<file path="config.mk">
export PLATFORM = sky130hd
export DESIGN_NAME = fifo_uart_tx
export DESIGN_NICKNAME = d
export VERILOG_FILES = /design/src/rtl/fifo_uart_pkg.sv /design/src/rtl/fifo_uart_baud_cnt.sv /design/src/rtl/fifo_uart_tx.sv
export SDC_FILE = /design/constraint.sdc
export NUM_CORES = 1
export LEC_CHECK = 0
export ABC_AREA = 0
export CORE_UTILIZATION = 45
export CTS_BUF_LIST = sky130_fd_sc_hd__clkbuf_8 sky130_fd_sc_hd__clkbuf_16
export DETAILED_ROUTE_END_ITERATION = 12
export PLACE_DENSITY = 0.71
export SLEW_MARGIN = 30
export SYNTH_ARGS = -nofsm -noshare
export SYNTH_HDL_FRONTEND = slang
export SYNTH_HIERARCHICAL = 1
export SYNTH_SLANG_ARGS = --single-unit
</file>
<file path="constraint.sdc">
create_clock -name clk -period 3.6 [get_ports clk]
set_input_delay 0.36 -clock clk [delete_from_list [all_inputs] [get_ports clk]]
set_output_delay 0.36 -clock clk [all_outputs]
set_load 0.05 [all_outputs]
</file>
<file path="src/rtl/fifo_uart_pkg.sv">
// Shared types and helpers for the fifo-to-UART drain stage.
package fifo_uart_pkg;

  localparam int DATA_W = 8;

  typedef enum logic [2:0] {
    S_IDLE   = 3'd0,
    S_POP    = 3'd1,
    S_LOAD   = 3'd2,
    S_START  = 3'd3,
    S_DATA   = 3'd4,
    S_PARITY = 3'd5,
    S_STOP   = 3'd6
  } state_e;

  // Even parity: the returned bit makes the total count of ones even.
  function automatic logic even_parity(input logic [DATA_W-1:0] d);
    return ^d;
  endfunction

endpackage

</file>
<file path="src/rtl/fifo_uart_baud_cnt.sv">
// Bit-period timer: counts 0..CLKS_PER_BIT-1 while run is high and flags
// the last cycle of every bit period.
module fifo_uart_baud_cnt #(
  parameter int CLKS_PER_BIT = 16
) (
  input  logic clk,
  input  logic rst_n,
  input  logic run,
  output logic bit_tick
);

  localparam int CNT_W = (CLKS_PER_BIT > 1) ? $clog2(CLKS_PER_BIT) : 1;
  localparam logic [CNT_W-1:0] LAST = CNT_W'(CLKS_PER_BIT - 1);

  logic [CNT_W-1:0] r_cnt;

  assign bit_tick = run && (r_cnt == LAST);

  // Counter is parked at zero between frames so every frame starts aligned.
  always_ff @(posedge clk or negedge rst_n) begin
    if (!rst_n) begin
      r_cnt <= '0;
    end else if (!run || bit_tick) begin
      r_cnt <= '0;
    end else begin
      r_cnt <= r_cnt + 1'b1;
    end
  end

endmodule

</file>
<file path="src/rtl/fifo_uart_tx.sv">
// Drains bytes from the fifo and serialises them as UART frames:
// start, 8 data bits LSB first, optional even parity, 1 or 2 stop bits.
// tx and byte_done are registered, so the line lags the state by one clock.
module fifo_uart_tx
  import fifo_uart_pkg::*;
#(
  parameter int CLKS_PER_BIT = 16,
  parameter int PARITY_EN    = 0,
  parameter int STOP_BITS    = 1
) (
  input  logic              clk,
  input  logic              rst_n,
  input  logic              enable,
  input  logic              fifo_empty,
  input  logic [DATA_W-1:0] fifo_data_out,
  input  logic              fifo_pop_err,
  output logic              fifo_pop,
  output logic              tx,
  output logic              busy,
  output logic              byte_done,
  output logic              err_sticky,
  input  logic              err_clr
);

  state_e            r_state;
  state_e            w_state_nxt;
  logic [DATA_W-1:0] r_shreg;
  logic              r_parity;
  logic [2:0]        r_bit_idx;
  logic              r_stop_idx;
  logic              r_tx;
  logic              r_pop;
  logic              r_done;
  logic              r_err;
  logic              w_tick;
  logic              w_run;
  logic              w_tx_nxt;
  logic              w_pop_nxt;
  logic              w_last_stop;
  logic              w_done_nxt;

  assign w_run       = (r_state == S_START) || (r_state == S_DATA) ||
                       (r_state == S_PARITY) || (r_state == S_STOP);
  assign w_last_stop = (STOP_BITS < 2) || r_stop_idx;
  assign w_done_nxt  = (r_state == S_STOP) && w_tick && w_last_stop;

  assign tx         = r_tx;
  assign fifo_pop   = r_pop;
  assign byte_done  = r_done;
  assign err_sticky = r_err;
  assign busy       = (r_state != S_IDLE);

  fifo_uart_baud_cnt #(
    .CLKS_PER_BIT(CLKS_PER_BIT)
  ) u_baud (
    .clk     (clk),
    .rst_n   (rst_n),
    .run     (w_run),
    .bit_tick(w_tick)
  );

  // State register.
  always_ff @(posedge clk or negedge rst_n) begin
    if (!rst_n) begin
      r_state <= S_IDLE;
    end else begin
      r_state <= w_state_nxt;
    end
  end

  // Next-state, next line level and pop request.
  always_comb begin
    w_state_nxt = r_state;
    w_tx_nxt    = 1'b1;
    w_pop_nxt   = 1'b0;
    case (r_state)
      S_IDLE: begin
        if (enable && !fifo_empty) begin
          w_state_nxt = S_POP;
          w_pop_nxt   = 1'b1;
        end
      end
      S_POP:  w_state_nxt = S_LOAD;
      S_LOAD: w_state_nxt = S_START;
      S_START: begin
        w_tx_nxt = 1'b0;
        if (w_tick) w_state_nxt = S_DATA;
      end
      S_DATA: begin
        w_tx_nxt = r_shreg[0];
        if (w_tick && (r_bit_idx == 3'd7)) begin
          w_state_nxt = (PARITY_EN != 0) ? S_PARITY : S_STOP;
        end
      end
      S_PARITY: begin
        w_tx_nxt = r_parity;
        if (w_tick) w_state_nxt = S_STOP;
      end
      S_STOP: begin
        if (w_tick && w_last_stop) w_state_nxt = S_IDLE;
      end
      default: w_state_nxt = S_IDLE;
    endcase
  end

  // Registered outputs; reset forces the line idle immediately.
  always_ff @(posedge clk or negedge rst_n) begin
    if (!rst_n) begin
      r_tx   <= 1'b1;
      r_pop  <= 1'b0;
      r_done <= 1'b0;
    end else begin
      r_tx   <= w_tx_nxt;
      r_pop  <= w_pop_nxt;
      r_done <= w_done_nxt;
    end
  end

  // Shift register, parity and bit/stop indices.
  always_ff @(posedge clk or negedge rst_n) begin
    if (!rst_n) begin
      r_shreg    <= '0;
      r_parity   <= 1'b0;
      r_bit_idx  <= 3'd0;
      r_stop_idx <= 1'b0;
    end else begin
      if (r_state == S_LOAD) begin
        r_shreg  <= fifo_data_out;
        r_parity <= even_parity(fifo_data_out);
      end else if ((r_state == S_DATA) && w_tick) begin
        r_shreg <= {1'b0, r_shreg[DATA_W-1:1]};
      end
      if ((r_state == S_DATA) && w_tick) begin
        r_bit_idx <= r_bit_idx + 3'd1;
      end
      if ((r_state == S_STOP) && w_tick) begin
        r_stop_idx <= w_last_stop ? 1'b0 : 1'b1;
      end
    end
  end

  // Sticky error flag; a new error wins over a simultaneous clear.
  always_ff @(posedge clk or negedge rst_n) begin
    if (!rst_n) begin
      r_err <= 1'b0;
    end else if (fifo_pop_err) begin
      r_err <= 1'b1;
    end else if (err_clr) begin
      r_err <= 1'b0;
    end
  end

endmodule
</file>
==> results of run 1 <==
## layout by cell type, fill, tap and decap left out
master           synthesis  final
nand4b_1                 1      1
nor3b_4                  1      1
buf_2                    1      1
clkdlybuf4s50_1          0     17
and3_1                   1      1
o21ai_0                  2      2
o22a_1                   1      1
a21o_1                   2      2
or3_1                    1      1
clkinv_2                 0      1
mux2_2                   2      2
a311oi_1                 1      1
inv_1                    2      2
o31ai_1                  1      1
clkbuf_8                 0      3
nor2b_1                  2      2
dfstp_2                  1      1
nor2_1                   5      5
nor3_4                   1      1
o21ai_1                  8      8
o2bb2ai_1                1      1
nand3_1                  2      2
xnor2_1                  9      9
a31oi_1                  1      1
a21oi_1                  3      3
mux2i_1                  8      8
nor3b_1                  2      2
ha_1                     3      3
dfrtp_1                 22     22
nand2_1                 13     13
nand2_2                  1      1
xor2_1                   1      1
nand2b_1                 2      2
## flip-flops by register name, summed over array words and instances (netlist names)
name,count
err_sticky,1
u_baud/r_cnt,4
r_parity,1
tx,1
fifo_pop,1
byte_done,1
r_shreg,8
r_bit_idx,3
r_state,3
## power by group through the flow
stage | clock, mW | combinational, mW | sequential [mW]
after global placement | 0 | 0.280 | 0.425
after global routing | 0.177 | 0.327 | 0.439
final | 0.162 | 0.286 | 0.427
after CTS | 0.168 | 0.293 | 0.427
after floorplan | 0 | 0.231 | 0.416
after detailed placement | 0 | 0.292 | 0.431
## cell families (layout without fill, tap and decap cells)
| family | after synthesis | count (layout) | share of synthesized area [%] |
|---|---|---|---|
| mux | 10 | 10 | 8.97 |
| xor+xnor | 10 | 10 | 7.66 |
| fa+ha+maj | 3 | 3 | 3.28 |
| buf+inv | 7 | 24 | 3.39 |
| flops | 23 | 23 | 50.4 |
| compound gates | 20 | 20 | 10.5 |
| simple gates | 32 | 32 | 15.8 |
## final cells by class
cell class	instances	area, um2	share of cell area, %
multi-input cells	75	528	38.6
clock inverters	1	5.00	0.366
well taps	28	35.0	2.56
inverters	2	7.51	0.548
clock buffers	3	41.3	3.02
flip-flops and latches	23	577	42.1
repair buffers	18	175	12.8
## through the flow
| stage | instances | total power, mW | worst slack [ns] | utilization (%) |
|---|---|---|---|---|
| global placement | 146 | 0.704 | 1.17 | 57.8 |
| detailed placement | 146 | 0.724 | 1.08 | 57.6 |
| CTS | 150 | 0.888 | 1.06 | 59.6 |
| global route | 150 | 0.943 | 0.799 | 59.6 |
| finish | 150 | 0.875 | 1.06 | 59.6 |
| floorplan | 105 | 0.647 | 1.44 | - |
## routing by layer
metal | up-vias | wire length (um) | track usage, %
met5 | - | 0 | 0
met4 | 0 | 55 | 11.8
met3 | 5 | 65 | 2.03
met2 | 19 | 894 | 29.3
met1 | 360 | 834 | 18.9
li1 | 396 | - | -
## how the worst max path moves through the flow
stage / slack, ns / startpoint / to / cells after the start
floorplan: 1.44 / r_state[1]$_DFFE_PN0P_ / r_bit_idx[1]$_DFFE_PN0P_ / 9
global placement: 1.17 / r_state[0]$_DFFE_PN0P_ / r_bit_idx[1]$_DFFE_PN0P_ / 7
detailed placement: 1.08 / r_state[0]$_DFFE_PN0P_ / r_bit_idx[1]$_DFFE_PN0P_ / 7
CTS: 1.06 / r_state[0]$_DFFE_PN0P_ / r_bit_idx[1]$_DFFE_PN0P_ / 7
global route: 0.80 / r_state[0]$_DFFE_PN0P_ / r_shreg[2]$_DFFE_PN0P_ / 8
finish: 1.06 / r_state[0]$_DFFE_PN0P_ / r_bit_idx[1]$_DFFE_PN0P_ / 7
==> metrics, run 1 <==
drc violations=0; reg2reg start=r_state[0]$_DFFE_PN0P_; Most used DFF post-synth=dfrtp_1; Total GRT Usage=16.9%; pin count of the biggest net entering global routing=24; Initial Util=49.8%; leakage power=0.598 nW; CTS Buffer Depth=2; Placement Cell Area=1320 um2; P&R area growth vs syn=19.7%; gp weighted congestion=0.869; H-Tree Depth=1; core area=2300 um2; Chip Width=52.4 um; FILL cells=201; die height=52.4 um; Clk pwr share=18.5%; Clock Latency Late Sink=0.27 ns; reg2reg setup slack=1.06 ns; crit path time final=2.54 ns; Post-synth top cells=22 x dfrtp_1, 13 x nand2_1, 9 x xnor2_1; synth top area cells=dfrtp_1 48%, mux2i_1 7.0%, xnor2_1 6.9%; final instance area=1370 um2; via density per instance=5.20; Worst-Margin Slew=0.617 ns; Post-CTS Hold Fix Bufs=0; Comb pwr share=32.7%; ANT cells=0; Worst path slowest cell=dfrtp_1; mapped cell area=1140 um2; crit path capture type=register; FMAX=394 MHz; post-synthesis cell type count=33; clk sinks=23; drt initial violations=4; Min-Delay Path Class=primary input to async pin; # Post-CTS Setup Buffers=0; FFs w/ async S/R, synth=100%; crit start category=register; Port Buffers=18; PwrDens=639 nW/um2; Yosys top cell area share=48.1%; max-cap violation count=0; VDD IR max=0.400 mV; Seq/Total Area, Yosys=50.4%; final hold vios=0; critical path's top delay family=simple AND/OR/NAND/NOR gates; Std-Cell Rows=17; DR pass1 iterations=4; FF-to-FF path depth=7; Yosys reg bits=23; Num CTS Buffers=3; worst clock skew=0.00311 ns; Worst EP arrival=2.70 ns; critical path required time=3.76 ns; vias in the first global route=761; Post-Synthesis Cells=105; ANT nets after route=0; vias=780; crit path cell chain=nand2_1 -> xnor2_1 -> inv_1 -> nor2_1 -> nand2_2 -> nor3_4 -> mux2_2; # resized after CTS=0; Seq pwr share=48.8%; status=completed; Yosys top cell by area=dfrtp_1; Final Cycle Share=70.6%; switching share of power=35.5%; CTS root buf=clkbuf_8; DIE AREA=2750 um2; syn_area_per_cell=10.9 um2; CTS tree=built; Worst Hold Slack=0.0404 ns; NetSw=0.310 mW; Post-Route WL=1.85 mm; Post-synth EDFFs=0; share of cells above drive strength 1=9.02%; Clock transition at path regs=0.08 ns; setup TNS=0 ns; cell internal pwr=0.565 mW; io pins=19; Final Slew Violations=0; top-count cell post-synth=dfrtp_1; CP max FO=13; detailed-route wire length per cell=12.3 um; worst path buffer plus inverter count=1; YS warnings=6; first-pass GRT wire length=3.27 mm; Net Count, Synth=122; relative slew slack=58.8%; reg2reg end=r_bit_idx[1]$_DFFE_PN0P_; final setup violation count=0; RSZ-0062 raised after global routing=no; Final nets=140; total congestion overflow=0; slowest cell delay on critical path=0.65 ns; WS Path Type=register to register; initial antenna violation count=0
No activity file was read; power rests on OpenSTA's default activity.
==> run 2, diff against run 1 <==
==> constraint.sdc (replaced) <==
create_clock -name clk -period 2.4 [get_ports clk]
set_input_delay 0.24 -clock clk [delete_from_list [all_inputs] [get_ports clk]]
set_output_delay 0.24 -clock clk [all_outputs]
set_load 0.05 [all_outputs]
==> run 2 against run 1 <==
Hold slack better by 0.26 ns. Worst setup slack worse by 0.83 ns. Routed wire length is 6.8% higher. Register-to-register slack worse by 0.63 ns. Sequential power is 40% higher. Sequential share of layout area is 1.5 points lower. Critical path type is now register to output pin. Clock-buffer cell count stayed put. Largest power group unchanged. Power is 53% higher. Highest routed layer unchanged. Clock skew is 0.0044 ns higher. Global-route usage is 1.4 points higher. Combinational power is 76% higher. Critical path depth is 4 lower.
==> metrics, run 2 (synthesis gave the netlist of run 1 again) <==
Std-Cell Rows=17 (unchanged); core area=2300 um2 (unchanged); DR pass1 iterations=4 (unchanged); final hold vios=0 (unchanged); crit path cell chain=buf_4 -> or3_1 -> clkdlybuf4s50_1; vias=813 (+4.2%); crit path from=r_state[0]$_DFFE_PN0P_; cell internal pwr=0.867 mW (+54%); critical path's top delay family=buffers and inverters; Crit path depth=3 (-4); worst setup margin=0.231 ns (-0.829 ns); gp weighted congestion=0.754 (-13%); P&R area growth vs syn=24.0%; status=completed; reg2reg start=u_baud/r_cnt[0]$_DFF_PN0_; pre-CTS WS=0.454 ns (-0.626 ns); vias in the first global route=853 (+12%); drc violations=0 (unchanged); Port Buffers=18 (unchanged); share of cells above drive strength 1=11.7% (+2.7 points); Worst path slowest cell=clkdlybuf4s50_1; initial antenna violation count=0 (unchanged); first-pass GRT wire length=3.56 mm (+8.9%); Post-Route WL=1.98 mm (+6.8%); Clk pwr share=17.7% (-0.8 points); CTS root buf=clkbuf_8; VDD IR max=0.608 mV (+52%); Worst-Margin Slew=0.628 ns (+0.0104 ns); Clock Latency Late Sink=0.27 ns (about the same); # Post-CTS Setup Buffers=0 (unchanged); ANT cells=0 (unchanged); Chip Width=52.4 um (unchanged); total congestion overflow=0 (unchanged); HPWL after DPL=1.47 mm; Clock transition at path regs=0.08 ns (about the same); commonest non-fill, non-tap cells in the layout=22 x dfrtp_1, 18 x clkdlybuf4s50_1, 13 x nand2_1; CP max FO=12 (-1); FMAX=461 MHz; FF-to-FF path depth=8 (+1); io pins=19 (unchanged); critical path required time=2.16 ns (-1.60 ns); crit start category=register; clk sinks=23 (unchanged); max-cap violation count=0 (unchanged); Final Slew Violations=0 (unchanged); switching share of power=35.1% (-0.39 points); ANT nets after route=0 (unchanged); leakage power=0.629 nW (+5.2%); Reg with most FFs=r_shreg; Comb pwr share=37.6% (+4.9 points); Post-CTS Hold Fix Bufs=0 (unchanged); RSZ-0062 raised after global routing=no; Num CTS Buffers=3 (unchanged); Final Cycle Share=90.4%; largest registers=r_shreg: 8 flops, u_baud/r_cnt: 4 flops; setup TNS=0 ns (unchanged); H-Tree Depth=1 (unchanged); via density per instance=5.21 (+0.22%); WS Path Type=register to output pin; die height=52.4 um (unchanged); Worst EP arrival=1.93 ns (-0.77 ns); worst path buffer plus inverter count=2 (+1); NetSw=0.469 mW (+51%); DIE AREA=2750 um2 (unchanged); crit path capture type=output pin; Seq pwr share=44.7% (-4.1 points); CTS tree=built; Total GRT Usage=18.3% (+1.4 points); crit path time final=2.17 ns; pin count of the biggest net entering global routing=19 (-21%); relative slew slack=58.1% (-0.69 points); drt initial violations=22 (+18); Final nets=146 (+4.3%); slowest cell delay on critical path=0.71 ns (+0.06 ns); CTS Buffer Depth=2 (unchanged); worst clock skew=0.00753 ns (+0.00441 ns); Initial Util=49.8% (unchanged); Min-Delay Path Class=primary input to async pin; detailed-route wire length per cell=12.7 um (+2.7%); PwrDens=943 nW/um2 (+47%); commonest non-fill, non-tap cell in the layout=dfrtp_1; final setup violation count=0 (unchanged); # resized after CTS=0 (unchanged); max FFs per register=8 (unchanged)
==> run 2: cell types whose count changed in the layout (fill, tap and decap cells not counted) <==
cell | previous run | this run
buf_2 | 1 | 0
buf_4 | 0 | 6
clkdlybuf4s50_1 | 17 | 18
clkinv_2 | 1 | 0
inv_1 | 2 | 3
==> run 2: cell type report <==
| cell class | instances | area (um2) |
|---|---|---|
| clock buffer | 3 | 41.3 |
| fill | 206 | 880 |
| clock inverter | 1 | 3.75 |
| multi-input combinational | 75 | 528 |
| inverter | 2 | 7.51 |
| timing repair buffer | 24 | 225 |
| sequential | 23 | 577 |
| tap | 28 | 35.0 |
==> run 2: worst reg2reg max path: stages, from the launching register on <==
cell     delay (ns)
dfrtp_1        0.41
ha_1           0.25
nand3_1        0.12
nor2_1         0.19
nand2_2        0.12
nor3_4         0.24
buf_4          0.23
mux2i_1        0.20
o21ai_1        0.07
==> run 2: per-layer routing <==
metal	vias up	routed length (um)	track usage [%]
met1	382	864	21.7
met5	-	0	0
met2	22	991	31.2
met3	2	86	3.48
met4	0	34	9.21
li1	407	-	-
==> run 2: through the flow <==
step | power [mW] | area (um2) | hold slack (ns) | instances | util (%)
finish | 1.34 | 1420 | 0.298 | 156 | 61.7
global route | 1.45 | 1420 | 0.345 | 156 | 61.7
CTS | 1.35 | 1420 | 0.316 | 156 | 61.7
detailed placement | 1.11 | 1370 | 0.468 | 152 | 59.7
global placement | 1.09 | 1370 | 0.468 | 152 | 59.7
floorplan | 0.971 | 1140 | -0.0556 | 105 | -
==> run 2: final timing paths <==
path                       slack [ns]                  endpoint
min in group clk                 0.48  r_bit_idx[0]$_DFFE_PN0P_
max in group asynchronous        1.54    r_shreg[7]$_DFFE_PN0P_
max                              0.23                      busy
max reg2reg                      0.43    r_shreg[4]$_DFFE_PN0P_
min                              0.30       byte_done$_DFF_PN0_
min reg2reg                      0.48  r_bit_idx[0]$_DFFE_PN0P_
==> run 2: power groups by stage <==
stage                     registers (mW)  clock network (mW)  logic, mW
final                              0.598               0.236      0.502
after CTS                          0.598               0.242      0.509
after floorplan                    0.624                   0      0.346
after global placement             0.597                   0      0.491
after global routing               0.612               0.263      0.572
after detailed placement           0.605                   0      0.508
